File: src/rtl/apb_mbox_regfile_slave_if.sv
// APB3 bus bundle between the bridge (master) and the mailbox/register slave.
interface apb_mbox_regfile_slave_if #(
    parameter int APB_ADDR_WIDTH = 12
);
    logic                      psel;
    logic                      penable;
    logic                      pwrite;
    logic [APB_ADDR_WIDTH-1:0] paddr;
    logic [31:0]               pwdata;
    logic [31:0]               prdata;
    logic                      pready;
    logic                      pslverr;

    modport master (
        output psel, penable, pwrite, paddr, pwdata,
        input  prdata, pready, pslverr
    );

    modport slave (
        input  psel, penable, pwrite, paddr, pwdata,
        output prdata, pready, pslverr
    );
endinterface

File: src/rtl/apb_mbox_regfile_slave.sv
// APB3 slave: control registers, live status word and a hardware-filled mailbox FIFO.
// Optional IRQ_EN register and mailbox interrupt are built when MBOX_IRQ_EN is defined.
//
// state    | meaning
// S_IDLE   | no transfer; setup phase loads the wait counter
// S_WAIT   | access phase, counter running down, pready=0
// S_ACCESS | pready=1 for one cycle, commit on this edge
module apb_mbox_regfile_slave #(
    parameter int APB_ADDR_WIDTH = 12,
    parameter int NUM_REGS       = 8,
    parameter int FIFO_DEPTH     = 4,
    parameter int WAIT_CYCLES    = 1
) (
    input  logic                    clk_i,
    input  logic                    rst_i,
    apb_mbox_regfile_slave_if.slave apb,
    output logic [NUM_REGS*32-1:0]  regs_o,
    input  logic [31:0]             status_i,
    input  logic                    mbox_push_i,
    input  logic [31:0]             mbox_data_i,
    output logic                    mbox_full_o,
    output logic                    irq_o
);
    localparam int WW = APB_ADDR_WIDTH - 2;
    localparam int PW = $clog2(FIFO_DEPTH);
    localparam int CW = $clog2(FIFO_DEPTH + 1);

    localparam logic [WW-1:0] W_STATUS = WW'(64);
    localparam logic [WW-1:0] W_MDATA  = WW'(65);
    localparam logic [WW-1:0] W_MSTAT  = WW'(66);

    typedef enum logic [1:0] {S_IDLE, S_WAIT, S_ACCESS} state_e;

    state_e                     state_q;
    logic [3:0]                 cnt_q;
    logic [NUM_REGS-1:0][31:0]  regs_q, regs_d;
    logic [31:0]                mem_q [FIFO_DEPTH];
    logic [PW-1:0]              wr_ptr_q, wr_ptr_d, rd_ptr_q, rd_ptr_d;
    logic [CW-1:0]              count_q, count_d;
    logic                       ovf_q, ovf_d;

    logic [WW-1:0]              word;
    logic                       wr, access_ph, pready, commit;
    logic                       hit_ctrl, hit_status, hit_mdata, hit_mstat;
    logic                       empty, full, pop, push;
    logic [31:0]                rd_val;
    logic                       err;

`ifdef MBOX_IRQ_EN
    localparam logic [WW-1:0] W_IRQEN = WW'(67);
    logic hit_irqen;
    logic irq_en_q, irq_en_d, irq_q, irq_d;
    assign hit_irqen = (word == W_IRQEN);
`endif

    assign word       = apb.paddr[APB_ADDR_WIDTH-1:2];
    assign wr         = apb.pwrite;
    assign access_ph  = apb.psel & apb.penable;
    assign hit_ctrl   = (word < WW'(NUM_REGS));
    assign hit_status = (word == W_STATUS);
    assign hit_mdata  = (word == W_MDATA);
    assign hit_mstat  = (word == W_MSTAT);

    assign empty = (count_q == '0);
    assign full  = (count_q == CW'(FIFO_DEPTH));

    always_ff @(posedge clk_i) begin
        if (rst_i) begin
            state_q <= S_IDLE;
            cnt_q   <= '0;
        end else begin
            case (state_q)
                S_IDLE: begin
                    if (apb.psel && !apb.penable) begin
                        cnt_q   <= 4'(WAIT_CYCLES);
                        state_q <= (WAIT_CYCLES == 0) ? S_ACCESS : S_WAIT;
                    end
                end
                S_WAIT: begin
                    if (!apb.psel) begin
                        state_q <= S_IDLE;
                    end else if (access_ph) begin
                        cnt_q <= cnt_q - 4'd1;
                        if (cnt_q <= 4'd1) state_q <= S_ACCESS;
                    end
                end
                S_ACCESS: state_q <= S_IDLE;
                default:  state_q <= S_IDLE;
            endcase
        end
    end

    assign pready = (state_q == S_ACCESS);
    assign commit = access_ph & pready;

    always_comb begin
        rd_val = '0;
        err    = 1'b0;
        if (hit_ctrl) begin
            for (int k = 0; k < NUM_REGS; k++)
                if (word == WW'(k)) rd_val = regs_q[k];
        end else if (hit_status) begin
            if (wr) err = 1'b1;
            else    rd_val = status_i;
        end else if (hit_mdata) begin
            if (wr || empty) err = 1'b1;
            else             rd_val = mem_q[rd_ptr_q];
        end else if (hit_mstat) begin
            rd_val = {24'b0, ovf_q, full, empty, 5'(count_q)};
`ifdef MBOX_IRQ_EN
        end else if (hit_irqen) begin
            rd_val = {31'b0, irq_en_q};
`endif
        end else begin
            err = 1'b1;
        end
    end

    assign apb.pready  = pready;
    assign apb.pslverr = pready & err;
    assign apb.prdata  = (pready && !err && !wr) ? rd_val : '0;

    // A full FIFO still accepts a push when an APB pop commits on the same edge.
    assign pop  = commit & ~wr & hit_mdata & ~empty;
    assign push = mbox_push_i & (~full | pop);

    always_comb begin
        regs_d   = regs_q;
        wr_ptr_d = wr_ptr_q;
        rd_ptr_d = rd_ptr_q;
        count_d  = count_q;
        ovf_d    = ovf_q;
        if (commit && wr) begin
            for (int k = 0; k < NUM_REGS; k++)
                if (word == WW'(k)) regs_d[k] = apb.pwdata;
        end
        if (push) wr_ptr_d = wr_ptr_q + PW'(1);
        if (pop)  rd_ptr_d = rd_ptr_q + PW'(1);
        if (push && !pop)      count_d = count_q + CW'(1);
        else if (!push && pop) count_d = count_q - CW'(1);
        if (mbox_push_i && full && !pop)
            ovf_d = 1'b1;
        else if (commit && wr && hit_mstat && apb.pwdata[7])
            ovf_d = 1'b0;
    end

    always_ff @(posedge clk_i) begin
        if (rst_i) begin
            regs_q   <= '0;
            wr_ptr_q <= '0;
            rd_ptr_q <= '0;
            count_q  <= '0;
            ovf_q    <= 1'b0;
        end else begin
            regs_q   <= regs_d;
            wr_ptr_q <= wr_ptr_d;
            rd_ptr_q <= rd_ptr_d;
            count_q  <= count_d;
            ovf_q    <= ovf_d;
        end
    end

    always_ff @(posedge clk_i) begin
        if (push) mem_q[wr_ptr_q] <= mbox_data_i;
    end

    assign regs_o      = regs_q;
    assign mbox_full_o = full;

`ifdef MBOX_IRQ_EN
    always_comb begin
        irq_en_d = irq_en_q;
        if (commit && wr && hit_irqen) irq_en_d = apb.pwdata[0];
        irq_d = irq_en_q & (~empty | ovf_q);
    end

    always_ff @(posedge clk_i) begin
        if (rst_i) begin
            irq_en_q <= 1'b0;
            irq_q    <= 1'b0;
        end else begin
            irq_en_q <= irq_en_d;
            irq_q    <= irq_d;
        end
    end

    assign irq_o = irq_q;
`else
    assign irq_o = 1'b0;
`endif
endmodule

File: src/flat_wrapper.sv
// flat-port wrapper written by rule: the top's interface ports become plain ports
module apb_mbox_regfile_slave_flat 
#(
    parameter int APB_ADDR_WIDTH = 12,
    parameter int NUM_REGS       = 8,
    parameter int FIFO_DEPTH     = 4,
    parameter int WAIT_CYCLES    = 1
)
  (clk_i, rst_i, regs_o, status_i, mbox_push_i, mbox_data_i, mbox_full_o, irq_o, apb_psel, apb_penable, apb_pwrite, apb_paddr, apb_pwdata, apb_prdata, apb_pready, apb_pslverr);
  apb_mbox_regfile_slave_if #(.APB_ADDR_WIDTH(APB_ADDR_WIDTH)) apb_i ();
  input  logic clk_i;
  input  logic rst_i;
  output logic [NUM_REGS*32-1:0] regs_o;
  input  logic [31:0] status_i;
  input  logic mbox_push_i;
  input  logic [31:0] mbox_data_i;
  output logic mbox_full_o;
  output logic irq_o;
  input wire logic [$bits(apb_i.psel)-1:0] apb_psel;
  input wire logic [$bits(apb_i.penable)-1:0] apb_penable;
  input wire logic [$bits(apb_i.pwrite)-1:0] apb_pwrite;
  input wire logic [$bits(apb_i.paddr)-1:0] apb_paddr;
  input wire logic [$bits(apb_i.pwdata)-1:0] apb_pwdata;
  output wire logic [$bits(apb_i.prdata)-1:0] apb_prdata;
  output wire logic [$bits(apb_i.pready)-1:0] apb_pready;
  output wire logic [$bits(apb_i.pslverr)-1:0] apb_pslverr;
  assign apb_i.psel = apb_psel;
  assign apb_i.penable = apb_penable;
  assign apb_i.pwrite = apb_pwrite;
  assign apb_i.paddr = apb_paddr;
  assign apb_i.pwdata = apb_pwdata;
  assign apb_prdata = apb_i.prdata;
  assign apb_pready = apb_i.pready;
  assign apb_pslverr = apb_i.pslverr;
  apb_mbox_regfile_slave #(.APB_ADDR_WIDTH(APB_ADDR_WIDTH), .NUM_REGS(NUM_REGS), .FIFO_DEPTH(FIFO_DEPTH), .WAIT_CYCLES(WAIT_CYCLES)) u_core (.clk_i(clk_i), .rst_i(rst_i), .apb(apb_i), .regs_o(regs_o), .status_i(status_i), .mbox_push_i(mbox_push_i), .mbox_data_i(mbox_data_i), .mbox_full_o(mbox_full_o), .irq_o(irq_o));
endmodule
File: config.mk
export PLATFORM = sky130hd
export DESIGN_NAME = apb_mbox_regfile_slave_flat
export DESIGN_NICKNAME = d
export VERILOG_FILES = /design/src/rtl/apb_mbox_regfile_slave_if.sv /design/src/rtl/apb_mbox_regfile_slave.sv /design/src/flat_wrapper.sv
export SDC_FILE = /design/constraint.sdc
export NUM_CORES = 1
export LEC_CHECK = 0
export BUFFER_PORTS_ARGS = -buffer_cell sky130_fd_sc_hd__clkbuf_2
export CAP_MARGIN = 10
export CORE_ASPECT_RATIO = 0.8
export CORE_MARGIN = 10
export CORE_UTILIZATION = 54
export DETAILED_ROUTE_END_ITERATION = 8
export GPL_TIMING_DRIVEN = 0
export PLACE_DENSITY = 0.8
export SETUP_SLACK_MARGIN = 0.15
export SLEW_MARGIN = 20
export SYNTH_ARGS = -nofsm -noshare
export SYNTH_HDL_FRONTEND = slang
export SYNTH_SLANG_ARGS = --single-unit
File: constraint.sdc
create_clock -name clk_i -period 4.7 [get_ports clk_i]
set_clock_uncertainty 0.05 [all_clocks]
set_input_delay 1.41 -clock clk_i [delete_from_list [all_inputs] [get_ports clk_i]]
set_output_delay 1.41 -clock clk_i [all_outputs]
set_load 0.01 [all_outputs]
# ---- After elaboration in Yosys (flattened, before gate mapping)
# Memory sizes are Yosys's and may differ from the RTL's. A register that Yosys moved wholly into a read port is not among the register bits.
# Cells that the tools add are included.
dict set report word_totals {
  ff_bits 270
  ram_bits 128
  in_bits 114
  out_inout_bits 292
  n_memories 1
}
# name words word_bits rd rd_clocked_by_memory_dff wr line
set memory_table {}
lappend memory_table {u_core.mem_q 4 32 1 1 1 apb_mbox_regfile_slave.sv:37} ;# logic [31:0] mem_q [FIFO_DEPTH];
dict set report op_classes {
  n_addsub 5
  n_lt_le_gt_ge 2
  n_eq_ne 18
  mux 38
  bitwise 11
  reduce_logical 32
}
# op count
set op_table {}
lappend op_table {{$mux W32} 14}
lappend op_table {{$eq A10 B3 Y1 const B} 4}
lappend op_table {{$eq A10 B7 Y1 const B} 3}
lappend op_table {{$eq A10 B2 Y1 const B} 2}
lappend op_table {{$reduce_and A2 Y1} 8}
lappend op_table {{$mux W2} 6}
lappend op_table {{$mux W4} 3}
lappend op_table {{$eq A10 B1 Y1 const B} 1}
lappend op_table {{$logic_and A1 B1 Y1} 10}
lappend op_table {{$logic_not A10 Y1} 1}
lappend op_table {{$lt A10 B4 Y1 const B} 1}
lappend op_table {{$mux W1} 10}
lappend op_table {{$mux W8} 1}
lappend op_table {{$pmux W4 S2} 1}
lappend op_table {{$and A1 B1 Y1} 7}
lappend op_table {{$mux W3} 2}
lappend op_table {{$ne A3 B2 Y1 const B} 2}
lappend op_table {{$reduce_bool A2 Y1} 3}
lappend op_table {{$logic_not A1 Y1} 5}
lappend op_table {{$add A2 B1 Y2 const B} 2}
lappend op_table {{$le A4 B1 Y1 const B} 1}
lappend op_table {{$ne A2 B1 Y1 const B} 2}
lappend op_table {{$pmux W2 S2} 1}
lappend op_table {{$reduce_and A4 Y1} 1}
lappend op_table {{13 further kinds} 15}

# ---- Longest topological paths before layout
# Gate-level depths: netlist (run 1).
dict set report depth {
  depth_word 11
  depth_mapped 12
  depth_no_buf 9
}

# ---- Worst setup path after synthesis (run 1)
# OpenSTA, ideal clock, no wires.
dict set report synth_path {
  path_type {input to output}
  from {input apb_paddr[3]}
  to {output apb_prdata[15]}
  arrival_time_ps 3199
  t_required_ps 3240
  path_slack_ps 41
  path_stages 9
  cell_sequence {buf_2 -> and4bb_2 -> and4b_1 -> buf_2 -> a311oi_1 -> or3b_1 -> clkbuf_1 -> buf_6 -> nor4_2}
}
dict set report synth_between {
  elab_chain_cells 11
  word_cells_on_any_way 31
  cone_classes {order compare: 1; eq/ne: 10; mux: 16; reduce/logical: 4}
}
# item line
set synth_lines {}
lappend synth_lines {{from (decl)} flat_wrapper.sv:22} ;# input wire logic [$bits(apb_i.paddr)-1:0] apb_paddr;
lappend synth_lines {{$logic_not A10 Y1} apb_mbox_regfile_slave.sv:101} ;# if (word == WW'(k)) rd_val = regs_q[k];
lappend synth_lines {{$mux W32 (8 in series)} apb_mbox_regfile_slave.sv:101}
lappend synth_lines {{$mux W32} apb_mbox_regfile_slave.sv:99} ;# if (hit_ctrl) begin
lappend synth_lines {{$mux W32 *} apb_mbox_regfile_slave.sv:121} ;# assign apb.prdata = (pready && !err && !wr) ? rd_val : '0;
lappend synth_lines {{to (decl)} flat_wrapper.sv:24} ;# output wire logic [$bits(apb_i.prdata)-1:0] apb_prdata;
# Mark *: on every way between the ends. The rest lies on a longest branch, timed or not.

# ---- Worst setup path after layout (run 1)
dict set report layout_path {
  from {input apb_paddr[10]}
  to {output apb_prdata[12]}
}
# The elaborated chain is that of the path after synthesis.

==> results of run 1 <==
[power by group through the flow]
| stage | clock (µW) | combinational [µW] | sequential, µW |
|---|---|---|---|
| global placement | 0 | 464 | 3770 |
| finish | 3200 | 547 | 3700 |
| detailed placement | 0 | 497 | 3780 |
| global route | 3320 | 568 | 3710 |
| CTS | 3180 | 521 | 3700 |
| floorplan | 0 | 282 | 3770 |
[registers in the layout, indices dropped and copies added, names as in the netlist, named ones only]
register         flops
u_core.regs_o      256
u_core.mem_q       128
u_core.cnt_q         4
u_core.count_q       3
u_core.rd_ptr_q      2
u_core.state_q       2
u_core.wr_ptr_q      2
u_core.ovf_q         1
[worst min-delay path, cell delays in order, from the launching register on]
cell and delay, ns:
dfxtp_1 0.32, nand2_1 0.05, a21oi_1 0.05
[routing by layer]
| metal | GRT usage, % | up-vias |
|---|---|---|
| met5 | 0 | - |
| met1 | 45.3 | 8190 |
| li1 | - | 7317 |
| met3 | 10.7 | 275 |
| met2 | 54.7 | 1372 |
| met4 | 16.8 | 2 |
[placed cells by master (no fill, tap or decap), types with 24 or more instances in the layout]
master	instances
clkbuf_1	92
edfxtp_1	128
nor2_1	27
clkbuf_16	44
dfxtp_1	272
o22ai_1	40
mux4_2	34
buf_2	76
mux2i_1	66
buf_4	24
clkbuf_2	348
a21oi_1	312
nand2_1	556
[final timing paths]
kind / endpoint
max: apb_prdata[12]
min: u_core.regs_o[79]
max reg2reg: u_core.count_q[2]
min reg2reg: u_core.regs_o[79]
[through the flow]
step / setup slack, ns / cell area [µm²] / utilization [%]
final: -0.377 / 21900 / 69.6
after global placement: -1.16 / 19800 / 62.7
after floorplan: 0.0855 / 17400 / -
after detailed placement: -1.13 / 19800 / 63.0
after global routing: -0.362 / 21900 / 69.5
after CTS: -0.292 / 21700 / 68.8
[layout make-up]
cell class | count | area [µm²]
repair buffers | 387 | 2140
plain buffers | 177 | 948
well taps | 420 | 526
fillers | 2463 | 9590
diodes | 9 | 22.5
multi-input cells | 1256 | 7680
clock inverters | 16 | 183
inverters | 11 | 41.3
clock buffers | 50 | 1080
flip-flops and latches | 400 | 9290
[kinds of logic (layout without fill, tap and decap cells)]
family          Yosys count  count (layout)  share of synthesized area (%)
fa+ha+maj                 8               8                          0.624
other cells               1              10                         0.0218
simple gates            659             659                           15.8
flops                   400             400                           53.9
xor+xnor                  5               5                          0.254
mux                     104             104                           8.53
compound gates          479             479                           16.3
buf+inv                 191             641                           4.63
[what timing repair did]
item,4_1_cts,5_1_grt
endpoints found under the setup margin,32,32
gates resized for setup,110,73
setup buffers,13,1
pin swaps,13,11
hold buffers,0,0
cloned,1,1
==> flow_metrics.env, run 1 <==
export IMPL_status="finished, violations left"
export IMPL_failed_checks="setup timing"
export IMPL_critPathTopFamily="simple AND/OR/NAND/NOR gates"
export IMPL_internal_power_uw=5690
export IMPL_clk_insertion_delay_late_ns=0.55
export IMPL_viasPerCell=6.29
export IMPL_rsz0062_at_grt="true"
export IMPL_dp_cells=2638
export IMPL_startpoint_type="input pin"
export IMPL_met2_length_mm=33.0
export IMPL_synth_top_area_share_pct=31.6
export IMPL_tritoncts="done"
export IMPL_antenna_found_initial=9
export IMPL_worstSetupPathType="in -> out"
export IMPL_port_buffers=367
export IMPL_worstPathArrival_ns=3.62
export IMPL_worst_pin_slew_ns=0.974
export IMPL_fin_crit_ns=5.08
export IMPL_maxCapViolCount=0
export IMPL_setup_viol=32
export IMPL_dr_wl_met3_mm=10.7
export IMPL_vias=17200
export IMPL_drt_wl_total_mm=74.8
export IMPL_leakagePower_uw=0.00815
export IMPL_die_y_um=180
export IMPL_grt_overflow=0
export IMPL_cp_num_cells=10
export IMPL_grt_pass1_vias=16200
export IMPL_drt_met1_wl_mm=26.9
export IMPL_worstPathRequired_ns=3.24
export IMPL_crit_slowest_cell="or3b_4"
export IMPL_cts_path_max_buffers=3
export IMPL_place_congestion=0.992
export IMPL_cts_root_buf="clkbuf_16"
export IMPL_reg2reg_slack_ns=1.50
export IMPL_start_util_pct=54.7
export IMPL_layout_drive_gt1_share_pct=28.2
export IMPL_io_pins=406
export IMPL_syn_to_final_growth_pct=27.1
export IMPL_seq_power_share_pct=49.7
export IMPL_regToRegStartpoint="u_core.state_q[0]"
export IMPL_fin_cells=2726
export IMPL_synth_enable_flop_cells=128
export IMPL_critPathBufInv=5
export IMPL_power_uw=7450
export IMPL_slew_headroom_pct=34.6
export IMPL_vdd_ir_drop_max_mv=0.332
export IMPL_min_path_type="reg -> reg"
export IMPL_ys_types=56
export IMPL_async_flop_share_pct=0
export IMPL_nNetsFinal=2395
export IMPL_numCtsBuffers=40
export IMPL_wl_per_cell_um=27.4
export IMPL_clock_sinks=400
export IMPL_hold_viol=0
export IMPL_grt_max_degree=27
export IMPL_path_cells="clkbuf_16, nor4_4, and4b_1, buf_6, a311oi_2, or3b_4, buf_12, buf_12, a211oi_4, buf_2"
export IMPL_yosysMostFrequentCell="nand2_1"
export IMPL_p_switching_uw=1760
export IMPL_synthCells=1847
export IMPL_groute_usage_overall_pct=35.7
export IMPL_synthTopCellsByArea="dfxtp_1 (32%), edfxtp_1 (22%), nand2_1 (12%)"
export IMPL_cpPeakStageDelay_ns=0.41
export IMPL_worst_slack_ns=-0.377
export IMPL_top_layer_used="met5"
export IMPL_yosys_warnings=0
export IMPL_firstDrtPassIters=5
export IMPL_power_clock_fraction_pct=43.0
export IMPL_ys_ff_latch=400
export IMPL_r2r_cells=10
export IMPL_synthTopCellsByCount="nand2_1 (556), a21oi_1 (312), dfxtp_1 (272), edfxtp_1 (128), clkbuf_1 (117)"
export IMPL_setup_worst_path_start="apb_paddr[10]"
export IMPL_fp_row_count=58
export IMPL_worstSetupEndpointType="output port"
export IMPL_max_freq_ghz=0.197
export IMPL_synthFlopType="dfxtp_1"
export IMPL_drt_initial_drc_count=2393
export IMPL_comb_power_share_pct=7.3
export IMPL_maxSlewViolCount=0
export IMPL_holdPathStages=2
export IMPL_path_clk_slew_ns=0.06
export IMPL_drcViolationCount=0
export IMPL_syn_cell_area_um2=17200
export IMPL_whs_ns=0.420
export IMPL_die_area_um2=39500
export IMPL_synth_area_per_cell_um2=9.33
export IMPL_swShare_pct=23.6
export IMPL_ant_nets=0
export IMPL_yosysTopAreaCell="dfxtp_1"
export IMPL_cpMostUsedCell="buf_12"
export IMPL_hpwl_mm=54.0
export IMPL_grt_pass1_wl_mm=106
export IMPL_die_x_um=220
export IMPL_min_period_over_period_pct=108
export IMPL_tns_ns=-8.32
export IMPL_htree_levels=2
export IMPL_ys_seq_area_share_pct=53.9
export IMPL_power_density_nw_per_um2=340
export IMPL_syn_nets=1969
export IMPL_coreArea_um2=31500
export IMPL_min_from="u_core.regs_o[79]"
export IMPL_crit_path_max_fanout=7
Note: power is estimated with default switching activity, not from simulation.
==> run 2: changes to the inputs <==
--- a/config.mk
+++ b/config.mk
@@ -9,11 +9,10 @@
 export CAP_MARGIN = 10
 export CORE_ASPECT_RATIO = 0.8
 export CORE_MARGIN = 10
-export CORE_UTILIZATION = 54
+export CORE_UTILIZATION = 45
 export DETAILED_ROUTE_END_ITERATION = 8
 export GPL_TIMING_DRIVEN = 0
-export PLACE_DENSITY = 0.8
-export SETUP_SLACK_MARGIN = 0.15
+export PLACE_DENSITY = 0.69
 export SLEW_MARGIN = 20
 export SYNTH_ARGS = -nofsm -noshare
 export SYNTH_HDL_FRONTEND = slang
==> run 2 against run 1 <==
The flow still finishes with violations (setup timing). Count of clock-buffer cells in the layout grew 5. Clock power up 1%. Non-clock buffer count rose by 15. First-iteration DRC count up 3.4%. Die area increased by 18%. Sequential power about the same. Power increased by 0.71%. Largest power group unchanged. Final cell count increased by 3.5%. Critical path depth is 1 lower. Cell area is 1.9% higher. Global-route usage fell by 3.3 points.
==> flow_metrics.env, run 2 (same netlist as run 1, synthesis figures left out) <==
export IMPL_wl_per_cell_um=28.2
export IMPL_groute_usage_overall_pct=32.4
export IMPL_met2_length_mm=34.7
export IMPL_clk_insertion_delay_late_ns=0.56
export IMPL_worst_slack_ns=-0.277
export IMPL_cts_root_buf="clkbuf_16"
export IMPL_grt_max_degree=24
export IMPL_reg2reg_to="u_core.regs_o[20]"
export IMPL_fin_cells=2822
export IMPL_dp_cells=2713
export IMPL_io_pins=406
export IMPL_vias=17100
export IMPL_holdPathStages=2
export IMPL_tns_ns=-6.87
export IMPL_syn_to_final_growth_pct=29.5
export IMPL_top_layer_used="met5"
export IMPL_startpoint_type="input pin"
export IMPL_path_clk_slew_ns=0.06
export IMPL_die_y_um=195
export IMPL_dr_wl_met3_mm=11.4
export IMPL_layout_common_cells="nand2_1 (554), clkbuf_2 (346), a21oi_1 (311), dfxtp_1 (272), edfxtp_1 (128)"
export IMPL_port_buffers=367
export IMPL_drt_initial_drc_count=2475
export IMPL_ant_nets=0
export IMPL_regToRegStartpoint="u_core.state_q[0]"
export IMPL_maxSlewViolCount=0
export IMPL_tritoncts="done"
export IMPL_place_congestion=0.951
export IMPL_die_area_um2=46600
export IMPL_leakagePower_uw=0.00831
export IMPL_setup_viol=32
export IMPL_numCtsBuffers=42
export IMPL_max_freq_ghz=0.201
export IMPL_drt_wl_total_mm=79.5
export IMPL_grt_pass1_vias=16000
export IMPL_layout_drive_gt1_share_pct=29.6
export IMPL_hold_viol=0
export IMPL_grt_overflow=0
export IMPL_power_density_nw_per_um2=336
export IMPL_layout_cells_most_common="nand2_1"
export IMPL_worstSetupPathType="in -> out"
export IMPL_cts_path_max_buffers=3
export IMPL_status="finished, violations left"
export IMPL_antenna_found_initial=11
export IMPL_worst_pin_slew_ns=1.02
export IMPL_firstDrtPassIters=8
export IMPL_worstPathRequired_ns=3.24
export IMPL_coreArea_um2=38000
export IMPL_fp_row_count=64
export IMPL_drt_met1_wl_mm=30.0
export IMPL_min_from="u_core.regs_o[64]"
export IMPL_min_period_over_period_pct=106
export IMPL_rsz0062_at_grt="true"
export IMPL_min_path_type="reg -> reg"
export IMPL_r2r_cells=7
export IMPL_maxCapViolCount=0
export IMPL_start_util_pct=45.3
export IMPL_htree_levels=2
export IMPL_ctsHoldBuffers=0
export IMPL_grt_pass1_wl_mm=112
export IMPL_hpwl_mm=59.0
export IMPL_die_x_um=239
export IMPL_nNetsFinal=2412
export IMPL_reg2reg_slack_ns=1.51
export IMPL_vdd_ir_drop_max_mv=0.219
export IMPL_crit_path_max_fanout=6
export IMPL_drcViolationCount=0
export IMPL_worstSetupEndpointType="output port"
export IMPL_fin_crit_ns=4.98
export IMPL_largest_reg_flops=256
export IMPL_slew_headroom_pct=31.4
export IMPL_clock_sinks=400
export IMPL_viasPerCell=6.06
export IMPL_power_uw=7500
export IMPL_min_to="u_core.regs_o[64]"
export IMPL_worstPathArrival_ns=3.52
export IMPL_failed_checks="setup timing"
## run 2: cell count changes in the layout (fill, tap and decap cells not counted), moves of 6 or more
cell / change
a221oi_2: +9
a211oi_2: -6
buf_6: +6
a221oi_1: -6
buf_4: +13
a211oi_4: +6
## run 2: worst max path at each step
stage          cells past startpoint         start             end
3_3_place_gp                      10  apb_paddr[2]  apb_prdata[31]
4_1_cts                            8  apb_paddr[9]  apb_prdata[31]
5_1_grt                            9  apb_paddr[7]   apb_prdata[1]
6_report                           9  apb_paddr[7]  apb_prdata[25]
3_5_place_dp                       8  apb_paddr[4]  apb_prdata[13]
2_1_floorplan                      9  apb_paddr[3]  apb_prdata[15]
## run 2: per-stage QoR
stage,hold slack (ns),util (%),instance area [µm²],worst slack [ns]
6_report,0.420,58.7,22300,-0.277
5_1_grt,0.435,58.7,22300,-0.302
4_1_cts,0.419,57.3,21800,-0.267
3_5_place_dp,0.412,52.0,19800,-1.18
3_3_place_gp,0.404,51.8,19700,-1.19
2_1_floorplan,0.405,-,17200,0.0409
## run 2: report_power, final
group	internal, µW	total (µW)	switching (µW)
sequential	3670	3700	33.0
combinational	187	558	371
clock	1840	3240	1400
total	5700	7500	1810
## run 2: area by class of cell
type / count / area (µm²)
Clock buffer: 55 / 1190
Timing Repair Buffer: 403 / 2300
Clock inverter: 19 / 121
Multi-Input combinational cell: 1256 / 7780
Buffer: 176 / 960
Tap cell: 495 / 619
Fill cell: 3318 / 15700
Antenna cell: 7 / 17.5
Inverter: 11 / 41.3
Sequential cell: 400 / 9290
## run 2: repair_timing
item	CTS	global route
pin swaps	22	24
gates cloned	1	2
setup endpoints to repair	32	32
setup buffers	14	15
resized for setup	130	130
## run 2: worst max-delay path: stages
cell       delay (ns)
clkbuf_2         0.15
or4_4            0.55
nor2_4           0.12
a311oi_2         0.06
or3b_4           0.45
buf_4            0.19
clkbuf_16        0.17
a211oi_4         0.21
buf_2            0.19
## run 2: per-layer routing
layer	global-route usage [%]	vias to the layer above
met1	41.5	8265
met5	0	-
met4	13.1	12
met3	11.8	216
met2	48.9	1264
li1	-	7356
==> run 3: changes to the inputs <==
--- a/config.mk
+++ b/config.mk
@@ -7,7 +7,7 @@
 export LEC_CHECK = 0
 export BUFFER_PORTS_ARGS = -buffer_cell sky130_fd_sc_hd__clkbuf_2
 export CAP_MARGIN = 10
-export CORE_ASPECT_RATIO = 0.8
+export CORE_ASPECT_RATIO = 0.6
 export CORE_MARGIN = 10
 export CORE_UTILIZATION = 45
 export DETAILED_ROUTE_END_ITERATION = 8
@@ -17,3 +17,4 @@
 export SYNTH_ARGS = -nofsm -noshare
 export SYNTH_HDL_FRONTEND = slang
 export SYNTH_SLANG_ARGS = --single-unit
+export TNS_END_PERCENT = 1
==> run 3 against run 2 <==
The flow still finishes with violations (setup timing). Count of clock-buffer cells in the layout is 2 lower. First-iteration DRC count down 4.1%. Sequential cell count stayed put. Clock power is 6.8% lower. Utilization fell by 1.1 points. Power decreased by 3.0%. Cell area decreased by 2.5%. Hold slack lost 0.0026 ns. Final cell count down 0.39%. Critical path depth fell by 1. Register-to-register slack lost 0.07 ns. Sequential share of layout area up 1.1 points.
==> flow_metrics.env, run 3 (same netlist as run 1, synthesis figures left out) <==
export IMPL_status="finished, violations left"
export IMPL_failed_checks="setup timing"
export IMPL_seq_power_share_pct=50.9
export IMPL_fp_row_count=55
export IMPL_final_seq_area_um2=9290
export IMPL_grt_pass1_wl_mm=109
export IMPL_worstPathArrival_ns=3.54
export IMPL_multi_input_area_um2=7560
export IMPL_path_cells="clkbuf_8, nor3_2, nand4_1, buf_4, o221ai_1, and3_1, a211oi_2, clkbuf_2"
export IMPL_coreArea_um2=37800
export IMPL_layout_cells_most_common="nand2_1"
export IMPL_hold_viol=0
export IMPL_groute_usage_overall_pct=31.4
export IMPL_antenna_found_initial=6
export IMPL_leakagePower_uw=0.00806
export IMPL_power_uw=7280
export IMPL_drt_wl_total_mm=77.3
export IMPL_hpwl_mm=57.7
export IMPL_drt_initial_drc_count=2374
export IMPL_min_period_over_period_pct=106
export IMPL_cpPeakStageDelay_ns=0.46
export IMPL_reg2reg_to="u_core.count_q[2]"
export IMPL_worst_slack_ns=-0.298
export IMPL_slew_headroom_pct=33.1
export IMPL_worstSetupPathType="in -> out"
export IMPL_internal_power_uw=5500
export IMPL_firstDrtPassIters=8
export IMPL_htree_levels=2
export IMPL_wl_per_cell_um=27.5
export IMPL_worstSetupEndpointType="output port"
export IMPL_die_area_um2=46800
export IMPL_vias=17000
export IMPL_layout_common_cells="nand2_1 (556), clkbuf_2 (346), a21oi_1 (311), dfxtp_1 (272), edfxtp_1 (128)"
export IMPL_crit_path_max_fanout=6
export IMPL_start_util_pct=45.6
export IMPL_whs_ns=0.417
export IMPL_swShare_pct=24.4
export IMPL_grt_overflow=0
export IMPL_maxCapViolCount=0
export IMPL_grt_pass1_vias=16400
export IMPL_max_freq_ghz=0.200
export IMPL_syn_to_final_growth_pct=26.2
export IMPL_layout_drive_gt1_share_pct=27.9
export IMPL_power_clock_fraction_pct=41.6
export IMPL_regToRegStartpoint="u_core.state_q[0]"
export IMPL_cts_root_buf="clkbuf_16"
export IMPL_fin_crit_ns=5.00
export IMPL_min_path_type="reg -> reg"
export IMPL_place_congestion=0.977
export IMPL_viasPerCell=6.04
export IMPL_die_y_um=172
export IMPL_numCtsBuffers=39
export IMPL_drcViolationCount=0
export IMPL_maxSlewViolCount=0
export IMPL_rsz0062_at_grt="true"
export IMPL_setup_viol=32
export IMPL_crit_slowest_cell="nor3_2"
export IMPL_post_place_ws_ns=-1.33
export IMPL_min_from="u_core.regs_o[169]"
export IMPL_worst_pin_slew_ns=1.00
export IMPL_nFillCells=3349
export IMPL_tritoncts="done"
export IMPL_clk_insertion_delay_late_ns=0.55
export IMPL_nNetsFinal=2391
export IMPL_ctsHoldBuffers=0
export IMPL_min_to="u_core.regs_o[169]"
export IMPL_port_buffers=367
export IMPL_clock_sinks=400
export IMPL_r2r_cells=10
export IMPL_p_switching_uw=1780
export IMPL_power_density_nw_per_um2=334
export IMPL_reg2reg_slack_ns=1.44
export IMPL_die_x_um=273
export IMPL_worstPathRequired_ns=3.24
export IMPL_io_pins=406
export IMPL_cts_path_max_buffers=3
export IMPL_vdd_ir_drop_max_mv=0.270
export IMPL_startpoint_type="input pin"
export IMPL_grt_max_degree=26
export IMPL_path_clk_slew_ns=0.06
export IMPL_ant_nets=0
export IMPL_holdPathStages=2
export IMPL_largest_reg_flops=256
export IMPL_comb_power_share_pct=7.6
## run 3: worst max-delay path: cells and delay by family
family	cells	cell delay, ns
AND/OR/NAND/NOR	3	1.20
buffers and inverters	3	0.59
AO/OA/AOI/OAI	2	0.33
## run 3: power groups by stage
stage / Sequential [µW] / Clock [µW] / Combinational [µW]
after floorplan: 3770 / 0 / 280
after global placement: 3780 / 0 / 482
after detailed placement: 3780 / 0 / 508
after CTS: 3700 / 3020 / 527
after global routing: 3710 / 3170 / 573
final: 3700 / 3020 / 551
## run 3: area by class of cell
class / instances / area share [%]
diodes: 5 / 0.0575
plain buffers: 177 / 4.36
clock buffers: 53 / 5.10
clock inverters: 12 / 0.276
inverters: 11 / 0.190
multi-input cells: 1256 / 34.7
flip-flops and latches: 400 / 42.7
well taps: 513 / 2.95
repair buffers: 384 / 9.66
## run 3: what timing repair did
| action | 4_1_cts | 5_1_grt |
|---|---|---|
| gates resized for setup | 114 | 85 |
| pin swaps | 13 | 17 |
| cloned | 0 | 2 |
| buffers inserted | 6 | 5 |
| endpoints found under the setup margin | 32 | 32 |
## run 3: metrics by stage
stage | setup TNS (ns) | instances | util, % | area [µm²]
2_1_floorplan | 0 | 1847 | - | 17200
3_3_place_gp | -56.05 | 2727 | 52.2 | 19700
3_5_place_dp | -30.76 | 2731 | 52.4 | 19800
4_1_cts | -6.86 | 2799 | 56.7 | 21400
5_1_grt | -7.38 | 2809 | 57.6 | 21800
6_report | -6.71 | 2811 | 57.6 | 21800
## run 3: how the worst max path moves through the flow
stage	cells after the start	slack, ns	start	to
after floorplan	9	0.04	apb_paddr[3]	apb_prdata[15]
after global placement	10	-1.34	apb_paddr[4]	apb_prdata[31]
after detailed placement	10	-1.33	apb_paddr[4]	apb_prdata[31]
after CTS	7	-0.25	apb_paddr[9]	apb_prdata[6]
after global routing	8	-0.31	apb_paddr[5]	apb_prdata[8]
final	8	-0.30	apb_paddr[5]	apb_prdata[5]
## run 3: routing by layer
metal,track usage [%],wire (µm)
met5,0,13
met4,14.2,3550
met3,8.92,9850
met2,47.8,34200
met1,41.1,29700
